[src/rtl/thermocouple_scanner_if.sv]
// SPI master handshake bundle between the scanner and its SPI engine.
interface thermocouple_scanner_if #(
    parameter int NUM_CH = 4
);
    localparam int CHW = (NUM_CH > 1) ? $clog2(NUM_CH) : 1;

    logic           spi_ena;
    logic [CHW-1:0] ch_sel;
    logic           spi_not_busy;
    logic [31:0]    spi_rx_data;

    modport master (
        output spi_ena,
        output ch_sel,
        input  spi_not_busy,
        input  spi_rx_data
    );

    modport slave (
        input  spi_ena,
        input  ch_sel,
        output spi_not_busy,
        output spi_rx_data
    );
endinterface

[src/rtl/thermocouple_scanner.sv]
// Round-robin thermocouple converter scanner with per-channel sample slots.
// Optional over-temperature alarm enabled by defining TC_ALARM_EN.
module thermocouple_scanner #(
    parameter int                 CLK_FREQ    = 400,
    parameter int                 NUM_CH      = 4,
    parameter logic signed [13:0] ALARM_LIMIT = 14'sh0640
) (
    input  logic                   clk,
    input  logic                   rst,
    thermocouple_scanner_if.master spi,
    output logic [14*NUM_CH-1:0]   tc_temp_data,
    output logic [12*NUM_CH-1:0]   junction_temp_data,
    output logic [4*NUM_CH-1:0]    fault_bits,
    output logic [NUM_CH-1:0]      ch_valid,
    output logic                   sample_strobe,
    output logic [NUM_CH-1:0]      alarm
);
    localparam int CW  = $clog2(3*CLK_FREQ+1);
    localparam int CHW = (NUM_CH > 1) ? $clog2(NUM_CH) : 1;
    localparam logic [CW-1:0]  PWR_CNT = CW'(3*CLK_FREQ);
    localparam logic [CW-1:0]  GAP_CNT = CW'(CLK_FREQ);
    localparam logic [CHW-1:0] LAST_CH = CHW'(NUM_CH-1);

    typedef enum logic [2:0] {
        POWERUP,
        REQUEST,
        WAIT,
        CAPTURE,
        GAP
    } state_e;

    state_e         state_q, state_d;
    logic [CW-1:0]  cnt_q, cnt_d;
    logic [CHW-1:0] ch_q, ch_d;
    logic           spi_ena;

    logic [13:0] tc_q [NUM_CH];
    logic [11:0] jt_q [NUM_CH];
    logic [3:0]  fb_q [NUM_CH];
    logic [NUM_CH-1:0] valid_q;

    logic        frm_fault;
    logic [13:0] frm_tc;
    logic [11:0] frm_jt;
    logic [3:0]  frm_fb;
    logic        unused_bits;

    assign frm_fault   = spi.spi_rx_data[16];
    assign frm_tc      = spi.spi_rx_data[31:18];
    assign frm_jt      = spi.spi_rx_data[15:4];
    assign frm_fb      = {spi.spi_rx_data[16], spi.spi_rx_data[2:0]};
    assign unused_bits = ^{spi.spi_rx_data[17], spi.spi_rx_data[3]};

    always_comb begin
        state_d       = state_q;
        cnt_d         = cnt_q;
        ch_d          = ch_q;
        spi_ena       = 1'b0;
        sample_strobe = 1'b0;
        case (state_q)
            POWERUP: begin
                if (cnt_q < PWR_CNT) begin
                    cnt_d = cnt_q + 1'b1;
                end else begin
                    cnt_d   = '0;
                    state_d = REQUEST;
                end
            end
            REQUEST: begin
                if (spi.spi_not_busy) begin
                    spi_ena = 1'b1;
                end else begin
                    state_d = WAIT;
                end
            end
            WAIT: begin
                if (spi.spi_not_busy) begin
                    state_d = CAPTURE;
                end
            end
            CAPTURE: begin
                sample_strobe = 1'b1;
                state_d       = GAP;
            end
            GAP: begin
                if (cnt_q < GAP_CNT) begin
                    cnt_d = cnt_q + 1'b1;
                end else begin
                    cnt_d   = '0;
                    ch_d    = (ch_q == LAST_CH) ? '0 : ch_q + 1'b1;
                    state_d = REQUEST;
                end
            end
            default: state_d = REQUEST;
        endcase
    end

    always_ff @(posedge clk) begin
        if (rst) begin
            state_q <= POWERUP;
            cnt_q   <= '0;
            ch_q    <= '0;
            tc_q    <= '{default: '0};
            jt_q    <= '{default: '0};
            fb_q    <= '{default: '0};
            valid_q <= '0;
        end else begin
            state_q <= state_d;
            cnt_q   <= cnt_d;
            ch_q    <= ch_d;
            if (state_q == CAPTURE) begin
                fb_q[ch_q] <= frm_fb;
                // A faulted frame carries no usable temperature.
                if (frm_fault) begin
                    valid_q[ch_q] <= 1'b0;
                end else begin
                    tc_q[ch_q]    <= frm_tc;
                    jt_q[ch_q]    <= frm_jt;
                    valid_q[ch_q] <= 1'b1;
                end
            end
        end
    end

`ifdef TC_ALARM_EN
    logic [NUM_CH-1:0] alarm_q;

    always_ff @(posedge clk) begin
        if (rst) begin
            alarm_q <= '0;
        end else if (state_q == CAPTURE && !frm_fault) begin
            alarm_q[ch_q] <= $signed(frm_tc) > ALARM_LIMIT;
        end
    end

    assign alarm = alarm_q;
`else
    logic unused_limit;
    assign unused_limit = ^ALARM_LIMIT;
    assign alarm        = '0;
`endif

    for (genvar k = 0; k < NUM_CH; k++) begin : g_pack
        assign tc_temp_data[14*k +: 14]       = tc_q[k];
        assign junction_temp_data[12*k +: 12] = jt_q[k];
        assign fault_bits[4*k +: 4]           = fb_q[k];
    end

    assign ch_valid    = valid_q;
    assign spi.spi_ena = spi_ena;
    assign spi.ch_sel  = ch_q;
endmodule
[src/flat_wrapper.sv]
// flat-port wrapper written by rule: the top's interface ports become plain ports
module thermocouple_scanner_flat 
#(
    parameter int                 CLK_FREQ    = 400,
    parameter int                 NUM_CH      = 4,
    parameter logic signed [13:0] ALARM_LIMIT = 14'sh0640
)
  (clk, rst, tc_temp_data, junction_temp_data, fault_bits, ch_valid, sample_strobe, alarm, spi_spi_ena, spi_ch_sel, spi_spi_not_busy, spi_spi_rx_data);
  thermocouple_scanner_if #(.NUM_CH(NUM_CH)) spi_i ();
  input  logic clk;
  input  logic rst;
  output logic [14*NUM_CH-1:0] tc_temp_data;
  output logic [12*NUM_CH-1:0] junction_temp_data;
  output logic [4*NUM_CH-1:0] fault_bits;
  output logic [NUM_CH-1:0] ch_valid;
  output logic sample_strobe;
  output logic [NUM_CH-1:0] alarm;
  output wire logic [$bits(spi_i.spi_ena)-1:0] spi_spi_ena;
  output wire logic [$bits(spi_i.ch_sel)-1:0] spi_ch_sel;
  input wire logic [$bits(spi_i.spi_not_busy)-1:0] spi_spi_not_busy;
  input wire logic [$bits(spi_i.spi_rx_data)-1:0] spi_spi_rx_data;
  assign spi_spi_ena = spi_i.spi_ena;
  assign spi_ch_sel = spi_i.ch_sel;
  assign spi_i.spi_not_busy = spi_spi_not_busy;
  assign spi_i.spi_rx_data = spi_spi_rx_data;
  thermocouple_scanner #(.CLK_FREQ(CLK_FREQ), .NUM_CH(NUM_CH), .ALARM_LIMIT(ALARM_LIMIT)) u_core (.clk(clk), .rst(rst), .spi(spi_i), .tc_temp_data(tc_temp_data), .junction_temp_data(junction_temp_data), .fault_bits(fault_bits), .ch_valid(ch_valid), .sample_strobe(sample_strobe), .alarm(alarm));
endmodule
[config.mk]
export PLATFORM = sky130hd
export DESIGN_NAME = thermocouple_scanner_flat
export DESIGN_NICKNAME = d
export VERILOG_FILES = /design/src/rtl/thermocouple_scanner_if.sv /design/src/rtl/thermocouple_scanner.sv /design/src/flat_wrapper.sv
export SDC_FILE = /design/constraint.sdc
export NUM_CORES = 1
export LEC_CHECK = 0
export CAP_MARGIN = 5
export CORE_MARGIN = 2
export CORE_UTILIZATION = 35
export DETAILED_ROUTE_END_ITERATION = 10
export HOLD_SLACK_MARGIN = 0.06
export PLACE_DENSITY = 0.72
export SLEW_MARGIN = 20
export SYNTH_ARGS = -nofsm -noshare
export SYNTH_HDL_FRONTEND = slang
export SYNTH_SLANG_ARGS = --single-unit
[constraint.sdc]
create_clock -name clk -period 1.9 [get_ports clk]
set_input_delay 0.285 -clock clk [delete_from_list [all_inputs] [get_ports clk]]
set_output_delay 0.285 -clock clk [all_outputs]
set_load 0.01 [all_outputs]
==> reports/metrics.csv <==
stage;metric;value;unit
yosys;synth_edf_count;0;
route;wl;15660;um
cts;ctsHoldBuffers;0;
cts;cts_setup_buffers;0;
timing;finalCriticalPeriod;1.697;ns
worst_setup_path;crit_buf_inv;1;
cells_and_area;utilization;0.5210;
worst_setup_path;end_kind;output port;
route;avgRoutedWirePerCell;15.63;um
floorplan;fp.dieH;128.1;um
route;final_antenna_net_count;0;
yosys;ys_types;41;
grt;use_met3;0.05760;
grt;antenna_found_initial;0;
cts;cts_buffers;17;
power;ir_worst_vdd;0.5826;mV
yosys;synth_top_cell_area_share;0.5201;
cts;ctsHtreeMaxLevel;4;
power;pwr_density_cell;857.3;mW/mm^2
worst_setup_path;crit_required;1.62;ns
place;portBuffers;160;
worst_setup_path;cp_slowest_stage_delay;0.58;ns
grt;grt_pass1_vias;4699;
timing;slew_viol_final;0;
worst_hold_path;hp-start;rst;
floorplan;initial_core_util;0.3558;
place;placed_cell_area;0.007247;mm^2
timing;grt_setup_unrepaired;false;
cells_and_area;final_nets;841;
yosys;async_flop_share;0;
yosys;netlist_top_cells_area;dfxtp_1 52%, nand2_1 16%, a21oi_1 12%, nor3_2 2.0%, buf_4 1.8%;
flow_run;cap_violations;0;
yosys;avgSynthCellArea;8.473;um^2
grt;overflow;0;
grt;grt_use_met1;0.2412;
timing;skew;0.01020;ns
worst_setup_path;slowest_stage;clkdlybuf4s50_1;
power;total_power;6.766;mW
cts;cts_buffer_depth;2;
grt;grt_pass1_wl;24940;um
grt;gr-usage-all-layers;0.1952;
worst_setup_path;r2r-start;u_core.spi.ch_sel[1]$_SDFFE_PP0P_;
cts;clock_latency;0.42;ns
route;drcViolationCount;0;
cells_and_area;multi_input_area;0.002330;mm^2
cells_and_area;seq_area;0.002803;mm^2
worst_setup_path;worst-setup-path-type;register to output port;
grt;busiest_layer;met2;
power;p_leak;2.792;nW
worst_setup_path;cp_max_fo;5;
worst_setup_path;startpoint;u_core.spi.ch_sel[0]$_SDFFE_PP0P_;
cells_and_area;area_growth;46.44;%
yosys;synth_ff_type;dfxtp_1;
cts;numClockSinks;140;
yosys;yosysTopAreaCell;dfxtp_1;
route;drtPass1Iterations;4;
grt;grt_max_degree;77;
cts;clk_pin_slew;0.06;ns
floorplan;ios;167;
place;pre_cts_slack;0.01702;ns
cells_and_area;final_cell_mix;229 x nand2_1, 157 x clkdlybuf4s50_1, 140 x dfxtp_1, 124 x a21oi_1, 23 x buf_4;
place;dp_hpwl;10300;um
timing;setup_ws;0.2033;ns
yosys;synth-seq-cells;140;
timing;setup_violations;0;
timing;setup_tns;0;ns
cells_and_area;fillers;1403;
place;place.gp.congestion;0.8281;
worst_setup_path;cp_top_family;buffers and inverters;
yosys;ys_warn_count;0;
floorplan;chipWidth;128.1;um
cells_and_area;stdcell_area;0.007891;mm^2
worst_setup_path;cp.arrival;1.41;ns
grt;grt_use_met2;0.3243;
cells_and_area;diodes;0;
route;drtIter0Drc;272;
route;via_per_inst;4.854;
yosys;netlist_area;0.005389;mm^2
floorplan;num_rows;45;
yosys;synthCells;636;
cts;root_buffer;clkbuf_16;
timing;fmax;0.5894;GHz
worst_hold_path;min_path_type;input port to register;
worst_setup_path;startpoint_type;register;
timing;timing_hold_violations_final;0;
floorplan;core;0.01515;mm^2
cells_and_area;final_common_cell;nand2_1;
cells_and_area;drive_gt1_frac;0.1155;
timing;fin_crit_sh;0.8930;
floorplan;dieArea;0.01641;mm^2
route;vias;4864;
cts;cts_resized;2;
cts;cts_tree;done;
worst_setup_path;crit_chain;clkdlybuf4s50_1;
outcome;status;complete, no violations;
yosys;ys_seq_area_frac;0.5201;
## kinds of logic after synthesis
| logic type | Yosys count | synth area share |
|---|---|---|
| multiplexers | 4 | 0.007430 |
| AND/OR/NAND/NOR | 295 | 0.2591 |
| adder cells (fa/ha/maj) | 5 | 0.01161 |
| AO/OA/AOI/OAI | 133 | 0.1351 |
| buffers and inverters | 48 | 0.04968 |
| flip-flops | 140 | 0.5201 |
| other | 1 | 0.0006959 |
| XOR/XNOR | 10 | 0.01625 |
## final cells by class
type,instances,share of cell area
sequential,140,0.3552
clock inverter,14,0.02632
multi-input combinational,451,0.2952
tap,188,0.02981
clock buffer,18,0.05565
timing repair buffer,187,0.2359
inverter,4,0.001903
## synth_stat cells, drive strengths merged, types with 2 or more instances
cell type	instances
nand3	21
dfxtp	140
mux2i	4
xor2	6
inv	4
clkbuf	15
xnor2	4
nor3	15
ha	5
o311a	2
nand2	229
nand4b	4
buf	29
nor2	15
and4	2
a21oi	124
## registers in the layout, indices dropped and copies added, names as in the netlist, named ones only
signal,cells
u_core.junction_temp_data,48
u_core.cnt_q,11
u_core.spi.ch_sel,2
u_core.tc_temp_data,56
u_core.state_q,3
u_core.fault_bits,16
## metal layers
metal / wire length [um] / vias up
met5: 0 / -
met4: 340 / 0
met3: 904 / 26
met2: 7546 / 137
met1: 6865 / 2273
li1: - / 2428
## where the power goes
group          internal, mW  switching, mW  total (mW)
registers              2.94        0.00506        2.95
logic                0.0862          0.114       0.200
clock network          2.26           1.36        3.62
## stage by stage
step	instances	hold WS, ns
final	1002	0.3320
after global placement	970	0.4412
after floorplan	639	0.4210
after CTS	1002	0.3237
after detailed placement	970	0.4455
after global routing	1002	0.3560
## final timing paths
| kind | end | slack, ns | cells past startpoint |
|---|---|---|---|
| max | spi_ch_sel[0] | 0.20 | 1 |
| min | u_core.spi.ch_sel[1]$_SDFFE_PP0P_ | 0.33 | 3 |
| max reg2reg | u_core.tc_temp_data[15]$_SDFFE_PP0P_ | 0.24 | 7 |
| min reg2reg | u_core.tc_temp_data[0]$_SDFFE_PP0P_ | 0.45 | 2 |
(Power assumes the default switching activity.)
